## src/rtl/mul_pkg.sv

```systemverilog
// Shared types and constants for the iterative Booth multiplier.
// Holds the sequencer state enum, default width and Booth pair codes.
package mul_pkg;

   typedef enum logic [1:0] {
      IDLE = 2'd0,
      RUN  = 2'd1,
      DONE = 2'd2
   } state_t;

   localparam int DEFAULT_WIDTH = 32;

   // {Q[0], q_1} pairs that require an add or subtract of M
   localparam logic [1:0] BOOTH_ADD = 2'b01;
   localparam logic [1:0] BOOTH_SUB = 2'b10;

endpackage

```

## src/rtl/booth_step.sv

```systemverilog
// One radix-2 Booth iteration: conditional add/sub of M into A, then an
// arithmetic shift right of {A,Q,q_1}.
// Ports: a_i/q_i/q1_i/m_i current working regs; a_o/q_o/q1_o next values.
module booth_step
   import mul_pkg::*;
#(
   parameter int WIDTH = DEFAULT_WIDTH
) (
   input  logic [WIDTH:0]   a_i,
   input  logic [WIDTH-1:0] q_i,
   input  logic             q1_i,
   input  logic [WIDTH:0]   m_i,
   output logic [WIDTH:0]   a_o,
   output logic [WIDTH-1:0] q_o,
   output logic             q1_o
);

   logic [WIDTH:0] sum;

   always_comb begin
      sum = a_i;
      case ({q_i[0], q1_i})
         BOOTH_ADD: sum = a_i + m_i;
         BOOTH_SUB: sum = a_i - m_i;
         default:   sum = a_i;
      endcase
      a_o  = {sum[WIDTH], sum[WIDTH:1]};
      q_o  = {sum[0], q_i[WIDTH-1:1]};
      q1_o = q_i[0];
   end

endmodule

```

## src/rtl/booth_mul_seq.sv

```systemverilog
// Sequencer for the shared iterative Booth multiplier in EX: one iteration
// per clock, stalls the pipe while busy, pulses done with the product.
// Ports: clk, rst_n (sync, active-low), start, flush, multiplicand,
// multiplier in; busy, stall, done, product out.
// Optional macro MUL_ZERO_BYPASS_EN: a zero operand finishes in one cycle.
module booth_mul_seq
   import mul_pkg::*;
#(
   parameter  int WIDTH = DEFAULT_WIDTH,
   localparam int CNT_W = $clog2(WIDTH)
) (
   input  logic               clk,
   input  logic               rst_n,
   input  logic               start,
   input  logic               flush,
   input  logic [WIDTH-1:0]   multiplicand,
   input  logic [WIDTH-1:0]   multiplier,
   output logic               busy,
   output logic               stall,
   output logic               done,
   output logic [2*WIDTH-1:0] product
);

   state_t               state_q, state_d;
   logic [WIDTH:0]       a_q, a_d;
   logic [WIDTH:0]       m_q, m_d;
   logic [WIDTH-1:0]     q_q, q_d;
   logic                 q1_q, q1_d;
   logic [CNT_W-1:0]     cnt_q, cnt_d;
   logic [2*WIDTH-1:0]   product_q, product_d;

   logic [WIDTH:0]       a_n;
   logic [WIDTH-1:0]     q_n;
   logic                 q1_n;
   logic                 accept;
   logic                 load;

   booth_step #(.WIDTH(WIDTH)) u_step (
      .a_i  (a_q),
      .q_i  (q_q),
      .q1_i (q1_q),
      .m_i  (m_q),
      .a_o  (a_n),
      .q_o  (q_n),
      .q1_o (q1_n)
   );

   assign accept = start & ~flush;

   always_comb begin
      state_d   = state_q;
      a_d       = a_q;
      m_d       = m_q;
      q_d       = q_q;
      q1_d      = q1_q;
      cnt_d     = cnt_q;
      product_d = product_q;
      load      = 1'b0;
      unique case (state_q)
         IDLE, DONE: begin
            // DONE falls back to IDLE unless a back-to-back start lands
            state_d = IDLE;
            if (accept) begin
               load    = 1'b1;
               state_d = RUN;
`ifdef MUL_ZERO_BYPASS_EN
               if (multiplicand == '0 || multiplier == '0) begin
                  state_d   = DONE;
                  product_d = '0;
               end
`endif
            end
         end
         RUN: begin
            if (flush) begin
               state_d = IDLE;
               a_d     = '0;
               cnt_d   = '0;
            end else begin
               a_d  = a_n;
               q_d  = q_n;
               q1_d = q1_n;
               if (cnt_q == '0) begin
                  state_d   = DONE;
                  product_d = {a_n[WIDTH-1:0], q_n};
               end else begin
                  cnt_d = cnt_q - 1'b1;
               end
            end
         end
         default: state_d = IDLE;
      endcase
      if (load) begin
         a_d   = '0;
         m_d   = {multiplicand[WIDTH-1], multiplicand};
         q_d   = multiplier;
         q1_d  = 1'b0;
         cnt_d = CNT_W'(WIDTH - 1);
      end
   end

   always_ff @(posedge clk) begin
      if (!rst_n) begin
         state_q   <= IDLE;
         a_q       <= '0;
         m_q       <= '0;
         q_q       <= '0;
         q1_q      <= 1'b0;
         cnt_q     <= '0;
         product_q <= '0;
      end else begin
         state_q   <= state_d;
         a_q       <= a_d;
         m_q       <= m_d;
         q_q       <= q_d;
         q1_q      <= q1_d;
         cnt_q     <= cnt_d;
         product_q <= product_d;
      end
   end

   assign busy    = (state_q == RUN);
   assign stall   = busy | accept;
   assign done    = (state_q == DONE);
   assign product = product_q;

endmodule

```

## config.mk

```make
export PLATFORM = sky130hd
export DESIGN_NAME = booth_mul_seq
export DESIGN_NICKNAME = d
export VERILOG_FILES = /design/src/rtl/mul_pkg.sv /design/src/rtl/booth_step.sv /design/src/rtl/booth_mul_seq.sv
export SDC_FILE = /design/constraint.sdc
export NUM_CORES = 1
export LEC_CHECK = 0
export CORE_ASPECT_RATIO = 0.75
export CORE_UTILIZATION = 45
export DETAILED_ROUTE_END_ITERATION = 10
export DONT_BUFFER_PORTS = 1
export SYNTH_ARGS = -nofsm -noshare
export SYNTH_HDL_FRONTEND = slang
export SYNTH_SLANG_ARGS = --single-unit
```

## constraint.sdc

```tcl
create_clock -name clk -period 10.6 [get_ports clk]
set_input_delay 1.59 -clock clk [delete_from_list [all_inputs] [get_ports clk]]
set_output_delay 1.59 -clock clk [all_outputs]
set_load 0.005 [all_outputs]
```

Yosys cells after proc, flatten, opt, wreduce, memory -nomap -nowiden:

Index checks and enable logic that the tools add are counted.

* ROM bits: 0
* output and inout bits: 67
* word-level logic and storage cells: 45
* memories kept: 0
* bits in registers: 169
* input bits: 68
* bits in latches: 0
* bits in writable memories: 0

* order comparisons: 0
* add/subtract/negate cells: 3
* shift-type cells: 0
* divide/modulo/power cells: 0
* reductions and logical operators: 9
* bitwise logic cells: 4
* equality and inequality tests: 7
* multipliers: 0
* muxes and demuxes: 15

Operators by type and width (number)
* 32-bit 2-to-1 mux: 3
* 33-bit case mux with 2 select lines: 1
* 33-bit adder: 1
* 33-bit 2-to-1 mux: 1
* 33-bit subtractor: 1
* 5-bit 2-to-1 mux: 4
* 2-bit AND reduction: 3
* 5-bit zero test: 1
* 5-bit by 1-bit subtractor with 5-bit output, second input constant: 1
* 2-bit by 1-bit == test with 1-bit output, second input constant: 2
* 2-bit == test, second input constant: 2
* 2-bit 2-to-1 mux: 2
* 2-bit case mux with 2 select lines: 1
* 2-bit OR reduction: 2
* 1-bit 2-to-1 mux: 3
* 3-bit by 2-bit != test with 1-bit output, second input constant: 1
* 3-bit != test, second input constant: 1
* 3-bit AND reduction: 1
* 2-bit zero test: 1
* 2-bit by 1-bit != test with 1-bit output, second input constant: 1
* 1-bit inverter: 2
* 2-bit nonzero test: 1
* 1-bit AND: 1
* 1-bit OR: 1

Depth between registers and ports, before layout:

* depth after elaboration: 6
* depth in mapped cells: 18
* gate-level depth less buffers: 17

By module:

From an unflattened synthesis, not the netlist that was laid out.

* cells, all modules: 1256
* area total of the unflattened synthesis: 9794.4 µm²

Modules (own cells, without submodules)
* booth_mul_seq: times used 1, seq. area each 3383.2 µm², cells each 756, area each 6612.6 µm²
* booth_step: times used 1, seq. area each 0.0 µm², cells each 500, area each 3181.8 µm²

Worst setup path before layout:

OpenSTA, ideal clock, no wires.

* kind: reg-to-reg
* from: reg m_q[2]
* to: reg a_q[31]
* setup slack: 6.279 ns
* period minus slack after synthesis: 4.321 ns
* stages on the path, launching flop included: 18
* data arrival time: 4.245 ns
* library setup time: 0.076 ns
* required time: 10.524 ns
* path through: dfxtp_1 or4_4 nor2_1 nand3b_1 nor4_2 nor3b_1 nor2_1 xnor2_1 ha_1 clkbuf_1 a21o_1 a31o_2 a221oi_1 o21ai_0 a221oi_4 mux2i_2 or3_1 a31oi_1

* word-level cells in the longest chain between the ends: 3
* elaborated cells on any way between the ends: 4

RTL lines
* start: declaration: line booth_mul_seq.sv:26 `logic [WIDTH:0] m_q, m_d;`
* start signal: assignment: line booth_mul_seq.sv:114 `m_q <= m_d;`
* 33-bit subtractor or 33-bit adder (tied branches): line booth_step.sv:24, booth_step.sv:23
* 33-bit case mux with 2 select lines *: line booth_step.sv:22 `case ({q_i[0], q1_i})`
* 33-bit 2-to-1 mux *: line booth_mul_seq.sv:75 `if (flush) begin`
* end signal: assignment: line booth_mul_seq.sv:105 `a_q <= '0;`
* end signal: assignment: line booth_mul_seq.sv:113 `a_q <= a_d;`
* end: declaration: line booth_mul_seq.sv:25 `logic [WIDTH:0] a_q, a_d;`

Every way passes the cells marked *; elsewhere a longest branch is shown, timed or not.
A chain may end at the register's enable or synchronous reset.

Worst setup path in the final report:

* from: reg m_q[2]
* to: reg product_q[63] (netlist: product[63])

* word-level cells in the longest chain between the ends: 2
* elaborated cells on any way between the ends: 3

RTL lines
* 33-bit subtractor or 33-bit adder (tied branches): line booth_step.sv:24, booth_step.sv:23
* 33-bit case mux with 2 select lines *: line booth_step.sv:22
* end signal: assignment: line booth_mul_seq.sv:118 `product_q <= product_d;`
* end: declaration: line booth_mul_seq.sv:30 `logic [2*WIDTH-1:0] product_q, product_d;`

Marks and branches as above.

==> key figures <==
Status
  – Status: complete, but fails checks
  – Failing checks: DRC

CTS
  – Hold_buf cts: 0
  – Number of buffers created by CTS: 17
  – Post-CTS Resized: 0
  – Root buf cell: clkbuf_16
  – Post-CTS Setup Inserts: 0
  – Clk buf depth: 2
  – CTS tree: built
  – Clock-pin transition on the worst setup and hold timing paths: 0.07 ns
  – Worst-Skew Late Latency: 0.44 ns
  – Clock sinks: 168
  – H-tree lvl count: 4

Global routing
  – Largest net degree at the start of global routing: 77
  – GRT Util Overall: roughly 24%
  – Vias in the first global route: 7,565
  – First-pass GRT wire length: around 41 mm
  – Initial antenna violation count: 0
  – GRT overflow: 0

Critical path
  – Worst reg-to-reg path cell count: 16
  – Origin of the critical flop-to-flop path: m_q[2]$_SDFFE_PN0P_
  – CP Max Fanout: 10
  – Capturing element type of the critical path: flip-flop
  – Crit path launch type: flip-flop
  – R2R Setup Slk: approximately 5.6 ns
  – Crit path kind: flip-flop to flip-flop
  – Arrival time worst endpoint: 5.30 ns
  – Required time of the critical path: approximately 11 ns
  – RR Endpoint: product[63]$_SDFFE_PN0P_

Timing
  – Peak Freq: 200 MHz
  – RSZ-0062 raised after global routing: no
  – Hold Vio Cnt, Final: 0
  – Worst-margin pin slew: 1.17 ns
  – Min cycle time layout: roughly 5.0 ns
  – Final Cycle Share: 47.2%
  – # setup viols final: 0
  – Slew HR: 21.7%
  – Skew final: 0.0109 ns
  – Setup TNS: 0 ns
  – Slew Limit Fails: 0

Power
  – PwrDens: about 160 mW/mm²
  – Leakage dissipation: 0.00356 µW
  – Peak VDD IR: 94.1 µV

Route
  – Final wirelength: between 20 and 30 mm
  – Vias per inst: 5.83
  – DRT iter0 DRCs: 704
  – Drc violations: 6
  – Detail Route Antenna Nets: 0
  – Wire per inst: 18.1 µm
  – Via count: 8,126
  – DRT Pass-1 Iters: 8

Finish
  – Commonest non-fill, non-tap cells in the layout: 222 x nand2_1, 175 x a21oi_1, 168 x dfxtp_1
  – Layout area overhead: 7.92%
  – # diodes: 0
  – Share of cells above drive strength 1: 6.05%
  – Nets@finish: 1,232
  – Most common cell after layout, fill and taps aside: nand2_1
  – Design Area, Final: 0.00980 mm²

Die
  – # IOs: 135
  – Row count: 44
  – Die Footprint: 0.0208 mm²
  – Die width: 166 µm
  – Core Area: around 0.020 mm²
  – Starting Density: 46.5%
  – Die Height: 125 µm

Synthesis
  – Asr flop ratio synth: 0%
  – Net Count, Synth: 1,282
  – Avg Cell Area, Syn: 7.72 µm²
  – Main synth FF type: dfxtp_1
  – Post-synth cell types: 72
  – Number of flops mapped to enable cells by yosys: 0
  – Mapped Cells: about 1,200
  – Yosys warnings: 0
  – Post-synthesis register bit count: approximately 170
  – Cell area after synthesis: 0.00908 mm²
  – Sequential fraction of the synthesis area: 37.0%

Hold path
  – Worst Hold Depth: 2
  – Type of the most critical hold path: flip-flop to flip-flop
  – Hold Path End: q1_q$_SDFFE_PP0P_
  – Min-delay src: q1_q$_SDFFE_PP0P_

Job
  – Max Cap Viol: 0

Place
  – GP Congestion: between 0.9 and 1
  – Post-DP Area: a little over 0.009 mm²
  – Port Buffers: 0
  – DPL Wire Length: 17.7 mm
## cell usage after synthesis (all sizes together) (5+ instances only)
master    n  area [µm²]
a211oi    8        65.1
a21o     20         150
a21oi   175         876
a221oi    6        70.1
a22oi    36         270
a311oi    8        70.1
a31oi    17         106
a32oi     6        52.6
and4      5        43.8
buf      13        50.0
clkbuf   66         248
dfxtp   168        3360
ha       36         450
inv      28         105
mux2i    11         114
nand2   223         837
nand2b    8        50.1
nand3    14        70.1
nor2     82         310
nor2b    11        68.8
nor3     25         125
nor3b     7        52.6
nor4     10        68.8
nor4b     5        73.8
o211ai    5        37.5
o21a      5        37.5
o21ai    60         300
or3       6        37.5
xnor2    42         368
xor2      9        78.8
## where the power goes
part | total (µW) | switching, µW | internal [µW]
logic | 293 | 184 | 109
clock network | 626 | 304 | 322
registers | 667 | 18.3 | 648
## area by class of cell
type	instances	area [µm²]
sequential	168	3360
clock inverter	14	149
fill	1959	9740
inverter	28	106
timing repair buffer	10	75.1
tap	253	317
multi-input combinational	902	5360
clock buffer	18	439
## layer usage
metal  up-vias  global-route usage [%]  wire length (µm)
li1       4087                       -                 -
met3        26                    4.97              1340
met1      3815                    34.2             12400
met5         -                       0                 0
met2       198                    37.6             11200
met4         0                    7.37               393
## critical path, stage by stage (launching register included)
cell	delay (ns)
dfxtp_1	0.36
or4_4	0.58
nor2_1	0.14
nand3b_1	0.18
nor4_2	0.67
nor3b_1	0.42
nor2_1	0.10
xnor2_1	0.16
ha_1	0.41
a21o_1	0.25
a31o_2	0.24
a221oi_1	0.30
o21ai_0	0.18
a221oi_4	0.33
mux2i_2	0.29
xor2_1	0.16
a21oi_1	0.08
## stage by stage
step                      worst slack, ns  hold WS [ns]  utilization (%)  total power (µW)  std cells
after floorplan                      6.28         0.436                -               906       1177
after global placement               5.82         0.444             47.2               971       1361
after detailed placement             5.66         0.449             47.2               971       1361
after CTS                            5.63         0.459             50.2              1590       1393
after global routing                 5.25         0.492             50.2              1650       1393
final                                5.60         0.456             50.2              1590       1393
## registers in the layout (all words and copies together), names as in the netlist
name / count
q1_q: 1
product: 64
a_q: 32
cnt_q: 5
state_q: 2
m_q: 32
q_q: 32
## worst max path at each step
stage / from / to / cells after the start
global placement: m_q[2]$_SDFFE_PN0P_ / a_q[31]$_SDFFE_PP0P_ / 16
CTS: m_q[2]$_SDFFE_PN0P_ / product[63]$_SDFFE_PN0P_ / 16
global route: m_q[2]$_SDFFE_PN0P_ / product[63]$_SDFFE_PN0P_ / 16
floorplan: m_q[2]$_SDFFE_PN0P_ / a_q[31]$_SDFFE_PP0P_ / 17
finish: m_q[2]$_SDFFE_PN0P_ / product[63]$_SDFFE_PN0P_ / 16
detailed placement: m_q[2]$_SDFFE_PN0P_ / product[63]$_SDFFE_PN0P_ / 16
## cells by family after synthesis
family | synth area share [%]
xor gates and xnor gates | 4.92
AOI/OAI and AO/OA | 26.1
adders and majority gates | 5.18
muxes | 1.75
DFF | 37.0
and+or+nand+nor | 20.6
buffers and inverters | 4.43
(Power assumes the default switching activity.)
